[src/rtl/ddc_pack_pkg.sv]
// Shared types and constants for the DDC sample-to-RAM packer.
package ddc_pack_pkg;

    // Default address width of one ping-pong bank (depth = 2^BANK_AW words).
    localparam int unsigned DEF_BANK_AW = 13;

    localparam int unsigned SAMPLE_W  = 16;
    localparam int unsigned NUM_LANES = 8;
    localparam int unsigned WORD_W    = SAMPLE_W * NUM_LANES;
    localparam int unsigned ADDR_W    = 14;
    localparam int unsigned LEN_W     = 16;
    localparam int unsigned PRI_W     = 16;

    // Capture state machine.
    typedef enum logic {
        ST_IDLE = 1'b0,
        ST_CAPT = 1'b1
    } state_t;

    // 16-bit slot of each sample inside the RAM word; slot 7 is bits [127:112].
    localparam int unsigned LANE_1_I = 7;
    localparam int unsigned LANE_1_Q = 6;
    localparam int unsigned LANE_2_I = 5;
    localparam int unsigned LANE_2_Q = 4;
    localparam int unsigned LANE_3_I = 3;
    localparam int unsigned LANE_3_Q = 2;
    localparam int unsigned LANE_4_I = 1;
    localparam int unsigned LANE_4_Q = 0;

    typedef logic [NUM_LANES-1:0][SAMPLE_W-1:0] lanes_t;

    // One write request from the capture control to the word packer.
    typedef struct packed {
        logic              wr;
        logic [ADDR_W-1:0] addr;
        lanes_t            lanes;
    } wr_req_t;

endpackage : ddc_pack_pkg

[src/rtl/ddc_word_packer.sv]
// Registers the eight lane samples into one 128-bit RAM word with its strobe.
module ddc_word_packer
    import ddc_pack_pkg::*;
(
    input  logic              clk,
    input  logic              rst_n,
    input  wr_req_t           i_req,
    output logic              o_wr,
    output logic [ADDR_W-1:0] o_addr,
    output logic [WORD_W-1:0] o_din
);

    logic              r_wr;
    logic [ADDR_W-1:0] r_addr;
    logic [WORD_W-1:0] r_din;

    // Strobe follows the request every cycle; address/data only move on writes.
    always_ff @(posedge clk or negedge rst_n) begin
        if (!rst_n) begin
            r_wr   <= 1'b0;
            r_addr <= '0;
            r_din  <= '0;
        end else begin
            r_wr <= i_req.wr;
            if (i_req.wr) begin
                r_addr <= i_req.addr;
                r_din  <= WORD_W'(i_req.lanes);
            end
        end
    end

    assign o_wr   = r_wr;
    assign o_addr = r_addr;
    assign o_din  = r_din;

endmodule : ddc_word_packer

[src/rtl/ddc_ram_pack_v1.sv]
// Captures DDC I/Q samples per PRI into ping-pong RAM banks and reports each
// completed frame (length, bank, PRI index, overflow). BANK_AW must be <= 13.
module ddc_ram_pack_v1
    import ddc_pack_pkg::*;
#(
    parameter int unsigned BANK_AW = DEF_BANK_AW
) (
    input  logic                pro_clk,
    input  logic                rst_n,
    input  logic                enable,
    input  logic [SAMPLE_W-1:0] data_1_I,
    input  logic [SAMPLE_W-1:0] data_1_Q,
    input  logic [SAMPLE_W-1:0] data_2_I,
    input  logic [SAMPLE_W-1:0] data_2_Q,
    input  logic [SAMPLE_W-1:0] data_3_I,
    input  logic [SAMPLE_W-1:0] data_3_Q,
    input  logic [SAMPLE_W-1:0] data_4_I,
    input  logic [SAMPLE_W-1:0] data_4_Q,
    input  logic                data_valid,
    input  logic                data_pri,
    input  logic                data_cpi,
    output logic                data_ram_wr,
    output logic [ADDR_W-1:0]   data_ram_addra,
    output logic [WORD_W-1:0]   data_ram_din,
    output logic [LEN_W-1:0]    data_length,
    output logic                rd_bank,
    output logic                frame_ready,
    output logic [PRI_W-1:0]    pri_index,
    output logic                overflow
);

    localparam int unsigned CNT_W = BANK_AW + 1;
    localparam logic [CNT_W-1:0] DEPTH = {1'b1, {BANK_AW{1'b0}}};

    state_t             r_state;
    state_t             w_next_state;

    logic               r_wr_bank;
    logic [CNT_W-1:0]   r_wr_cnt;
    logic [PRI_W-1:0]   r_pri_cnt;
    logic               r_ovf_sticky;

    logic [LEN_W-1:0]   r_data_length;
    logic               r_rd_bank;
    logic               r_frame_ready;
    logic [PRI_W-1:0]   r_pri_index;
    logic               r_overflow;

    logic               w_start;
    logic               w_close;
    logic               w_accept;
    logic               w_drop;
    logic               w_cpi_clr;

    logic               w_tgt_bank;
    logic [BANK_AW-1:0] w_tgt_off;
    lanes_t             w_lanes;
    wr_req_t            w_req;

    // State register.
    always_ff @(posedge pro_clk or negedge rst_n) begin
        if (!rst_n) begin
            r_state <= ST_IDLE;
        end else begin
            r_state <= w_next_state;
        end
    end

    // Next state and per-cycle control decisions.
    always_comb begin
        w_next_state = r_state;
        w_start      = 1'b0;
        w_close      = 1'b0;
        w_accept     = 1'b0;
        w_drop       = 1'b0;
        w_cpi_clr    = 1'b0;
        case (r_state)
            ST_IDLE: begin
                if (enable && data_pri) begin
                    w_next_state = ST_CAPT;
                    w_start      = 1'b1;
                end
            end
            ST_CAPT: begin
                if (!enable) begin
                    // Abandon the partial frame silently.
                    w_next_state = ST_IDLE;
                end else begin
                    w_close   = data_pri;
                    w_cpi_clr = data_cpi && !data_pri;
                    if (data_valid) begin
                        // A sample coinciding with data_pri opens the new frame.
                        if (data_pri || (r_wr_cnt != DEPTH)) begin
                            w_accept = 1'b1;
                        end else begin
                            w_drop = 1'b1;
                        end
                    end
                end
            end
            default: begin
                w_next_state = ST_IDLE;
            end
        endcase
    end

    // Write-pointer, PRI counter and frame-result registers.
    always_ff @(posedge pro_clk or negedge rst_n) begin
        if (!rst_n) begin
            r_wr_bank     <= 1'b0;
            r_wr_cnt      <= '0;
            r_pri_cnt     <= '0;
            r_ovf_sticky  <= 1'b0;
            r_data_length <= '0;
            r_rd_bank     <= 1'b0;
            r_frame_ready <= 1'b0;
            r_pri_index   <= '0;
            r_overflow    <= 1'b0;
        end else begin
            r_frame_ready <= 1'b0;
            if (w_start) begin
                r_wr_bank    <= 1'b0;
                r_wr_cnt     <= '0;
                r_pri_cnt    <= '0;
                r_ovf_sticky <= 1'b0;
            end else if (w_close) begin
                r_data_length <= LEN_W'(r_wr_cnt);
                r_rd_bank     <= r_wr_bank;
                r_pri_index   <= r_pri_cnt;
                r_overflow    <= r_ovf_sticky;
                r_frame_ready <= 1'b1;
                r_wr_bank     <= ~r_wr_bank;
                r_wr_cnt      <= w_accept ? CNT_W'(1) : '0;
                r_ovf_sticky  <= 1'b0;
                r_pri_cnt     <= data_cpi ? '0 : r_pri_cnt + PRI_W'(1);
            end else begin
                if (w_accept) begin
                    r_wr_cnt <= r_wr_cnt + CNT_W'(1);
                end
                if (w_drop) begin
                    r_ovf_sticky <= 1'b1;
                end
                if (w_cpi_clr) begin
                    r_pri_cnt <= '0;
                end
            end
        end
    end

    // Target slot: a closing cycle writes offset 0 of the bank being switched to.
    always_comb begin
        w_tgt_bank = r_wr_bank;
        w_tgt_off  = r_wr_cnt[BANK_AW-1:0];
        if (w_close) begin
            w_tgt_bank = ~r_wr_bank;
            w_tgt_off  = '0;
        end
    end

    // Place each sample in its RAM-word slot.
    always_comb begin
        w_lanes           = '0;
        w_lanes[LANE_1_I] = data_1_I;
        w_lanes[LANE_1_Q] = data_1_Q;
        w_lanes[LANE_2_I] = data_2_I;
        w_lanes[LANE_2_Q] = data_2_Q;
        w_lanes[LANE_3_I] = data_3_I;
        w_lanes[LANE_3_Q] = data_3_Q;
        w_lanes[LANE_4_I] = data_4_I;
        w_lanes[LANE_4_Q] = data_4_Q;
    end

    // Write request handed to the packer; upper address bits stay zero.
    always_comb begin
        w_req       = '0;
        w_req.wr    = w_accept;
        w_req.addr  = ADDR_W'({w_tgt_bank, w_tgt_off});
        w_req.lanes = w_lanes;
    end

    ddc_word_packer u_packer (
        .clk    (pro_clk),
        .rst_n  (rst_n),
        .i_req  (w_req),
        .o_wr   (data_ram_wr),
        .o_addr (data_ram_addra),
        .o_din  (data_ram_din)
    );

    assign data_length = r_data_length;
    assign rd_bank     = r_rd_bank;
    assign frame_ready = r_frame_ready;
    assign pri_index   = r_pri_index;
    assign overflow    = r_overflow;

endmodule : ddc_ram_pack_v1

[config.mk]
export PLATFORM = sky130hd
export DESIGN_NAME = ddc_ram_pack_v1
export DESIGN_NICKNAME = d
export VERILOG_FILES = /design/src/rtl/ddc_pack_pkg.sv /design/src/rtl/ddc_word_packer.sv /design/src/rtl/ddc_ram_pack_v1.sv
export SDC_FILE = /design/constraint.sdc
export NUM_CORES = 1
export LEC_CHECK = 0
export CAP_MARGIN = 30
export CORE_ASPECT_RATIO = 0.7
export CORE_MARGIN = 2
export CORE_UTILIZATION = 45
export CTS_CLUSTER_SIZE = 40
export DETAILED_ROUTE_END_ITERATION = 16
export PLACE_DENSITY = 0.81
export SYNTH_ARGS = -nofsm -noshare
export SYNTH_HDL_FRONTEND = slang
export SYNTH_HIERARCHICAL = 1
export SYNTH_SLANG_ARGS = --single-unit
[constraint.sdc]
create_clock -name pro_clk -period 2.24 [get_ports pro_clk]
set_input_delay 0.224 -clock pro_clk [delete_from_list [all_inputs] [get_ports pro_clk]]
set_output_delay 0.224 -clock pro_clk [all_outputs]
set_load 0.01 [all_outputs]
### Word level (Yosys, flattened, before mapping)

Index checks and enable logic that the tools add are counted.

| operators by class | value |
|---|---|
| add/sub/neg operators | 2 |
| multipliers | 0 |
| div/mod/pow operators | 0 |
| $lt $le $gt $ge | 0 |
| equality and inequality tests | 1 |
| shift operators | 0 |
| multiplexer cells | 32 |
| bitwise operators | 3 |
| reduce and logical (&&, ||, !) cells | 8 |

Operators with widths:

| kind | number |
|---|---|
| two-way mux 16 bit | 4 |
| two-way mux 14 bit | 3 |
| two-way mux 1 bit | 23 |
| adder 16 x 1 -> 16 bit, second input constant | 1 |
| adder 14 x 1 -> 14 bit, second input constant | 1 |
| != test 14 bit, second input constant | 1 |
| two-way mux 13 bit | 1 |
| nonzero test 3 bit | 3 |
| NOT 1 bit | 3 |
| logical AND 1 bit | 2 |
| one-hot mux 1 bit (2 select lines) | 1 |
| AND reduction 2 bit | 1 |
| logical NOT 1 bit | 1 |
| logical OR 1 bit | 1 |

| word-level totals | value |
|---|---|
| flip-flop bits (word level) | 209 |
| latch bits | 0 |
| memory bits (writable) | 0 |
| ROM bits | 0 |
| bits of input ports | 134 |
| output and inout port bits | 178 |
| memories kept | 0 |

### Longest topological paths before layout

Gate-level depths: netlist of run 1.

| depth | value |
|---|---|
| depth after elaboration | 9 |
| mapped depth | 9 |
| depth with buffers taken out | 6 |

### Hierarchy

Netlist of run 1, hierarchy kept.

By module, submodules not included:

| module | instances | cells an instance | area an instance (µm²) | seq. area each (µm²) |
|---|---|---|---|---|
| ddc_word_packer | 1 | 301 | 5,620.4 | 3,578.4 |
| ddc_ram_pack_v1 | 1 | 284 | 3,126.7 | 1,651.6 |

### Least setup slack after synthesis of run 1

Ideal clock, no wire load.

| timing | value |
|---|---|
| kind | reg-to-reg |
| start | reg r_wr_cnt[0] |
| end | reg u_packer.r_addr[0], in the netlist u_packer/o_addr[0] |
| setup time | 0.125 ns |
| arrival | 1.923 ns |
| data required time | 2.115 ns |
| path slack | 0.192 ns |
| stages on the path, launching flop included | 10 |
| period minus slack after synthesis | 2.048 ns |
| path through | dfrtp_1 inv_1 ha_1 nor4b_2 and4_1 nor2_1 buf_6 buf_6 buf_6 mux2_4 |

| between the ends | value |
|---|---|
| word-level cells in the longest chain between the ends | 6 |
| elaborated cells between the ends (all ways) | 7 |
| classes of those cells | 1 x eq/ne; 5 x mux; 1 x reduce/logical |

RTL lines:

| element | RTL line | text |
|---|---|---|
| start: declaration | ddc_ram_pack_v1.sv:39 | `logic [CNT_W-1:0] r_wr_cnt;` |
| start signal: assignment | ddc_ram_pack_v1.sv:133 | `r_wr_cnt <= w_accept ? CNT_W'(1) : '0;` |
| start signal: assignment | ddc_ram_pack_v1.sv:138 | `r_wr_cnt <= r_wr_cnt + CNT_W'(1);` |
| != test 14 bit | ddc_ram_pack_v1.sv:93 | `if (data_pri \|\| (r_wr_cnt != DEPTH)) begin` |
| logical OR 1 bit | ddc_ram_pack_v1.sv:93 |  |
| two-way mux 1 bit | ddc_ram_pack_v1.sv:93 |  |
| two-way mux 1 bit | ddc_ram_pack_v1.sv:91 | `if (data_valid) begin` |
| two-way mux 1 bit | ddc_ram_pack_v1.sv:85 | `if (!enable) begin` |
| two-way mux 1 bit | ddc_ram_pack_v1.sv:77 | `case (r_state)` |
| net w_accept | ddc_ram_pack_v1.sv:51 | `logic w_accept;` |
| end signal: assignment | ddc_word_packer.sv:26 | `r_addr <= i_req.addr;` |
| end: declaration | ddc_word_packer.sv:14 | `logic [ADDR_W-1:0] r_addr;` |

The timed path passes the listed nets, and every way through them passes these cells.
A chain may end at the register's enable or synchronous reset.

### Worst setup path in the final report of run 1

| timing | value |
|---|---|
| start | reg r_wr_cnt[1] |
| end | reg u_packer.r_din[3], in the netlist u_packer/o_din[3] |

| between the ends | value |
|---|---|
| word-level cells in the longest chain between the ends | 6 |

RTL lines:

| element | RTL line | text |
|---|---|---|
| != test 14 bit | ddc_ram_pack_v1.sv:93 |  |
| logical OR 1 bit | ddc_ram_pack_v1.sv:93 |  |
| two-way mux 1 bit | ddc_ram_pack_v1.sv:93 |  |
| two-way mux 1 bit | ddc_ram_pack_v1.sv:91 |  |
| two-way mux 1 bit | ddc_ram_pack_v1.sv:85 |  |
| two-way mux 1 bit | ddc_ram_pack_v1.sv:77 |  |
| net w_accept | ddc_ram_pack_v1.sv:51 |  |
| end signal: assignment | ddc_word_packer.sv:27 | `r_din <= WORD_W'(i_req.lanes);` |
| end: declaration | ddc_word_packer.sv:15 | `logic [WORD_W-1:0] r_din;` |

The timed path passes the listed nets, and every way through them passes these cells.

==> results of run 1 <==
[worst min-delay path by stage]
stage           startpoint                 to  slack [ns]
6_report             rst_n      r_pri_cnt[14]        0.31
5_1_grt        data_4_Q[8]  u_packer/o_din[8]        0.33
4_1_cts              rst_n       r_pri_cnt[5]        0.32
3_5_place_dp         rst_n      r_pri_cnt[14]        0.27
3_3_place_gp         rst_n       pri_index[8]        0.28
2_1_floorplan        rst_n     data_length[0]       -0.07
[where the power goes]
part / switching, mW / internal (mW)
registers: 0.342 / 4.35
logic: 0.957 / 1.80
clock network: 1.39 / 2.10
total: 2.69 / 8.25
[cells in the mapped netlist, types with 2 or more instances]
| library cell | count | share of area |
|---|---|---|
| nor4_1 | 4 | 0.0029 |
| inv_1 | 5 | 0.0021 |
| or3_1 | 6 | 0.0043 |
| or4_1 | 4 | 0.0034 |
| xor2_1 | 7 | 0.0070 |
| mux2_4 | 80 | 0.14 |
| nand4_2 | 2 | 0.0029 |
| buf_2 | 15 | 0.0086 |
| nand4_1 | 10 | 0.0072 |
| mux2i_1 | 2 | 0.0023 |
| buf_6 | 11 | 0.014 |
| nand2_1 | 21 | 0.0090 |
| dfrtp_1 | 209 | 0.60 |
| a21oi_1 | 9 | 0.0051 |
| nor3_1 | 4 | 0.0023 |
| nor2_1 | 23 | 0.0099 |
| nand3b_1 | 3 | 0.0026 |
| ha_1 | 3 | 0.0043 |
| o21ai_0 | 12 | 0.0069 |
| nand3_1 | 12 | 0.0069 |
| clkbuf_1 | 4 | 0.0017 |
| and3_1 | 3 | 0.0021 |
| buf_4 | 2 | 0.0017 |
| xnor2_1 | 7 | 0.0070 |
| and2_1 | 12 | 0.0086 |
| mux2_2 | 91 | 0.12 |
| o31ai_1 | 5 | 0.0043 |
[registers in the layout, summed over array words and instances, names as in the netlist]
name             cells
overflow             1
data_length         14
u_packer/o_wr        1
r_wr_bank            1
r_pri_cnt           16
u_packer/o_din     128
frame_ready          1
r_wr_cnt            14
u_packer/o_addr     14
pri_index           16
rd_bank              1
r_state              1
r_ovf_sticky         1
[metal layers]
metal	part of all wire	global-route usage	up-vias
met2	0.47	0.347	234
met3	0.080	0.0635	36
met1	0.43	0.287	2935
met4	0.026	0.0588	0
met5	0	0	-
li1	-	-	2755
[area by class of cell]
class                      count  area share
clock buffer                  27      0.0457
tap                          264      0.0252
clock inverter                 7     0.00650
timing repair buffer         346       0.271
multi-input combinational    339       0.251
sequential                   209       0.399
inverter                       5     0.00143
[critical path, delay by kind of cell, from the launching register on]
kind                     cells  cell delay (ns)
multiplexers                 1             0.35
buffers and inverters        3             0.50
AND/OR/NAND/NOR              3             0.58
adder cells (fa/ha/maj)      1             0.18
flip-flops                   1             0.38
[placed cells by master (no fill, tap or decap), types with 7 or more instances in the layout]
cell type        netlist  routed
nand4_1               10      10
clkbuf_16              0      22
clkdlybuf4s50_1        0     308
dfrtp_1              209     209
xor2_1                 7       7
o21ai_0               12      12
buf_4                  2      23
nor2_1                23      22
and2_1                12      12
mux2_2                91      91
xnor2_1                7       7
mux2_4                80      80
nand2_1               21      21
nand3_1               12      11
a21oi_1                9       9
buf_12                 0      11
[repair_timing]
item,4_1_cts,5_1_grt
setup endpoints to repair,0,33
hold endpoints to repair,59,0
resized for setup,0,1
hold buffers,1,0
[kinds of logic (layout without fill, tap and decap cells)]
group,after synthesis,in the layout
other,1,2
buffers and inverters,38,385
flip-flops,209,209
AO/OA/AOI/OAI,33,33
AND/OR/NAND/NOR,114,114
multiplexers,173,173
adder cells (fa/ha/maj),3,3
XOR/XNOR,14,14
[through the flow]
step                       util  std cells  hold slack (ns)  power (mW)
after detailed placement  0.652       1161            0.270        7.52
final                     0.690       1197            0.307        10.9
after floorplan               -        586          -0.0716        5.78
after CTS                 0.689       1196            0.317        11.1
after global routing      0.690       1197            0.330        11.4
after global placement    0.652       1161            0.276        7.46
==> metrics.txt, run 1 <==
Ports 312; Area Overhead vs Synth 49.7%; synthesized area per cell 15.0 µm²; mux share of post-synthesis cell area 0.257; Fill cells 1334; Max Fanout on Critical Path 13; clock skew 0.00628 ns; Worst path slowest cell dfrtp_1; Final Hold Vio Count 0; worst-margin pin slew 0.570 ns; Die Ht 121 µm; final worst-path cycle share 0.942; largest family of logic cells by synthesized area multiplexers; Synth cell types between 40 and 50; CP Data Arrival Time 2.47 ns; leakage power 5.72 nW; area share of fa/ha/maj cells after synthesis 0.00429; Syn. warnings 6; first-pass GRT wire length 34.8 mm; number of iterations in the first detailed-routing pass 4; Critical Path Start r_wr_cnt[1]; fraction of layout cells with a size suffix above 1 0.269; Chip Width 171 µm; flop-to-flop setup slack approximately 0.13 ns; placed cell areas 12400 µm²; R2R Path End u_packer/o_din[3]; Fmax 474 MHz; GR Util All Layers 0.216; Clk Latency, worst-skew pair 0.48 ns; Clock Root Buffer clkbuf_16; vias per cell between 4 and 5; R2R cell count 8; highest ir drop seen on vdd between 500 and 600 µV; pre-CTS setup slack 0.0713 ns; first-iteration detailed-routing DRC count 300; final worst slack approximately 0.13 ns; core area between 15000 and 20000 µm²; Post-Layout Inst Area 13100 µm²; Worst Hold Class primary input to asynchronous set/reset pin; worst reg2reg startpoint r_wr_cnt[1]; final setup vio count 0; Max-slew headroom 0.620; Clock transition at path regs 0.06 ns; Multi-input gate area 3280 µm²; register area 5230 µm²; critical-path cell list inv_1, ha_1, nor4b_2, and4_1, nor2_4, buf_12, buf_4, mux2_2; gp weighted congestion 0.792; critical path launch point type flop; post-DP HPWL 16.3 mm; drt drc 0; kind of critical path flop to flop; max cap viols 0; Setup Buffers After CTS 0; total gr overflow 0; largest net degree at the start of global routing 67; die area 20600 µm²; post-route setup TNS 0 ns; min cycle time layout between 2 and 2.5 ns; Syn Inst Count 585; number of global-route vias before repair about 6200; CP max stage delay 0.38 ns; post-synthesis xor/xnor area fraction 0.0140; initial core utilization 0.461; drt total wl ~22 mm; status completed; Vias 5960; Clock Path Buffers 3; row cnt 42; CP endpoint kind flop; Critical Path RT 2.60 ns; synthesized cell area 8750 µm²; CP Capture Point u_packer/o_din[3]; H-Tree Level Count 1; final net count 1059; initial antenna violation count 0; RSZ-0062 raised after global routing false; fin. max-slew vios 0; port bufs 309; post-detailed-route count of antenna-violating nets 0; Seq cells post-synth 209; post-synthesis sequential area ratio 0.598; TritonCTS buffer count 21; Post-synth EDFFs 0; n_diodes 0; wire per inst about 19 µm; post-synthesis compound-gate area fraction 0.0239; total clock sinks between 200 and 250; Async SR Flop Fraction 1.00; TritonCTS clock tree built; Synth Area in Simple Gates 0.0738; Power Dens Cells 836 nW/µm²; Top FF cell, synth dfrtp_1
Note: power is estimated with default switching activity, not from simulation.
==> inputs of run 2 (changes only) <==
- CAP_MARGIN: 30 -> 5
==> results of run 2 <==
Same layout as run 1: the final DEF is identical, and so are final timing and power.
==> inputs of run 3 (changes only) <==
==> constraint.sdc (replaced) <==
create_clock -name pro_clk -period 2.24 [get_ports pro_clk]
set_input_delay 0.224 -clock pro_clk [delete_from_list [all_inputs] [get_ports pro_clk]]
set_output_delay 0.224 -clock pro_clk [all_outputs]
set_load 0.1 [all_outputs]
==> run 3 against run 2 <==
Effect of this change: register-to-register slack worse by 0.04 ns; largest cell class unchanged; cell count is 0.17% higher; clock skew is 0.015 ns higher; total power is 34% higher; highest routed layer unchanged.
==> metrics.txt, run 3 (synthesized netlist as in run 1, its figures left out) <==
gp weighted congestion 0.794 (was 0.792); Chip Width 171 µm (unchanged); number of global-route vias before repair 6250 (was 6154); Ports 312 (unchanged); RSZ-0062 raised after global routing true (was false); Clk Latency, worst-skew pair 0.50 ns (was 0.48 ns); Vias 5970 (was 5960); Power Dens Cells 1170 nW/µm² (was 836 nW/µm²); combinational power share 0.443 (was 0.252); metal2 WL 10.6 mm (was 10.5 mm); R2R Path End u_packer/o_din[59] (was u_packer/o_din[3]); Flop pwr share 0.320 (was 0.429); post-detailed-route count of antenna-violating nets 0 (unchanged); worst-margin pin slew 0.581 ns (was 0.570 ns); P_sw 6.73 mW (was 2.69 mW); GR Util All Layers 0.215 (was 0.216); max layer used met4 (unchanged); critical path launch point type flop (unchanged); die area 20600 µm² (unchanged); first-pass GRT wire length 34.9 mm (was 34.8 mm); largest net degree at the start of global routing 67 (unchanged); row cnt 42 (unchanged); commonest non-fill, non-tap cell in the layout dfrtp_1 (was clkdlybuf4s50_1); final worst-path cycle share 0.959 (was 0.942); most frequent cells in the layout 209 x dfrtp_1, 201 x buf_4, 132 x clkdlybuf4s50_1 (was 308 x clkdlybuf4s50_1, 209 x dfrtp_1, 91 x mux2_2); TritonCTS clock tree built (unchanged); CP endpoint kind flop (unchanged); Clock Path Buffers 3 (unchanged); number of iterations in the first detailed-routing pass 4 (unchanged); post-DP HPWL 16.6 mm (was 16.3 mm); status completed (unchanged); metal3 WL 1.84 mm (was 1.79 mm); leakage power 5.91 nW (was 5.72 nW); CP Data Arrival Time 2.53 ns (was 2.47 ns); clock skew 0.0208 ns (was 0.00628 ns); Clock Power Share 0.237 (was 0.319); final setup vio count 0 (unchanged); vias per cell 4.98 (about the same); Die Ht 121 µm (unchanged); total clock sinks 209 (unchanged); placed cells 1161 (unchanged); total gr overflow 0 (unchanged); port bufs 309 (unchanged); wire per inst 18.8 µm (was 18.7 µm); H-Tree Level Count 1 (unchanged); Critical Path RT 2.62 ns (was 2.60 ns); final net count 1058 (was 1059); Final Hold Vio Count 0 (unchanged); first-iteration detailed-routing DRC count 301 (was 300); R2R cell count 6 (was 8); flop-to-flop setup slack 0.09 ns (was 0.13 ns); Internal 7.98 mW (was 8.25 mW); Clock transition at path regs 0.06 ns (about the same); min cycle time layout 2.15 ns (was 2.11 ns); TritonCTS buffer count 21 (unchanged); kind of critical path flop to flop (unchanged); Area Overhead vs Synth 44.1% (was 49.7%); max cap viols 0 (unchanged); Fmax 466 MHz (was 474 MHz); drt drc 0 (unchanged); sw frac 0.458 (was 0.246); Setup Buffers After CTS 0 (unchanged); core area 19000 µm² (unchanged); post-route setup TNS 0 ns (unchanged); Worst Hold Class primary input to asynchronous set/reset pin (unchanged); initial core utilization 0.461 (unchanged); max reg flops 128 (unchanged); Max Fanout on Critical Path 27 (was 13); fin. max-slew vios 0 (unchanged); drt total wl 22.6 mm (was 22.4 mm); fraction of layout cells with a size suffix above 1 0.455 (was 0.269); worst reg2reg startpoint r_wr_cnt[4] (was r_wr_cnt[1]); initial antenna violation count 0 (unchanged); n_diodes 0 (unchanged); Critical Path Start r_wr_cnt[4] (was r_wr_cnt[1]); non-filler instance count after layout 1199 (was 1197); Clock Root Buffer clkbuf_16 (unchanged); wire length on met1 9.65 mm (was 9.60 mm); Max-slew headroom 0.613 (was 0.620); highest ir drop seen on vdd 734 µV (was 549 µV)
run 3: cell count changes in the layout (fill, tap and decap cells not counted), moves of 4 or more:
cell / delta
clkdlybuf4s50_1: -176
buf_4: +178
clkinv_2: -4
clkbuf_1: +4
run 3: repair_timing:
action / in CTS / in global routing
endpoints found under the setup margin: 0 / 14
resized for setup: 0 / 0
endpoints found under the hold margin: 59 / 0
hold buffers: 1 / 0
run 3: layout make-up:
class,instances,area (µm²)
Fill cell,1362,6370
Sequential cell,209,5230
Multi-Input combinational cell,339,3280
Timing Repair Buffer,345,3050
Clock buffer,32,627
Tap cell,264,330
Clock inverter,5,60.1
Inverter,5,18.8
run 3: power groups by stage:
stage | sequential, mW | combinational [mW] | clock [mW]
after floorplan | 8.87 | 0.842 | 0
after global placement | 4.75 | 6.49 | 0
after detailed placement | 4.76 | 6.55 | 0
after CTS | 4.71 | 6.56 | 3.57
after global routing | 4.78 | 6.68 | 3.72
final | 4.70 | 6.53 | 3.48
run 3: through the flow:
step                      hold slack, ns  utilization  area, µm²  power [mW]  setup slack [ns]
after CTS                          0.308        0.664      12600        14.8            0.0865
after global routing               0.325        0.664      12600        15.2           -0.0275
after global placement             0.270        0.627      11900        11.2             0.111
final                              0.314        0.664      12600        14.7            0.0924
after floorplan                  -0.0716            -       8750        9.71             0.191
after detailed placement           0.277        0.627      11900        11.3             0.108
run 3: worst max path at each step:
stage                     slack, ns                  to  cells after the start
after floorplan                0.19  u_packer/o_addr[0]                      9
after global placement         0.11  u_packer/o_din[60]                      7
after detailed placement       0.11  u_packer/o_din[61]                      7
after CTS                      0.09   u_packer/o_din[3]                      8
after global routing          -0.03  u_packer/o_din[56]                      8
final                          0.09  u_packer/o_din[59]                      6
run 3: worst max-delay path, stage by stage (launching register included):
cell and delay [ns]:
dfrtp_1 0.38, nor4_1 0.53, and4_1 0.37, nor2_4 0.08
buf_12 0.15, buf_12 0.18, mux2_4 0.32
run 3: routing by layer:
layer / vias up / track usage
met1: 2972 / 0.289
met2: 226 / 0.351
met3: 30 / 0.0589
met4: 0 / 0.0470
li1: 2742 / -
met5: - / 0
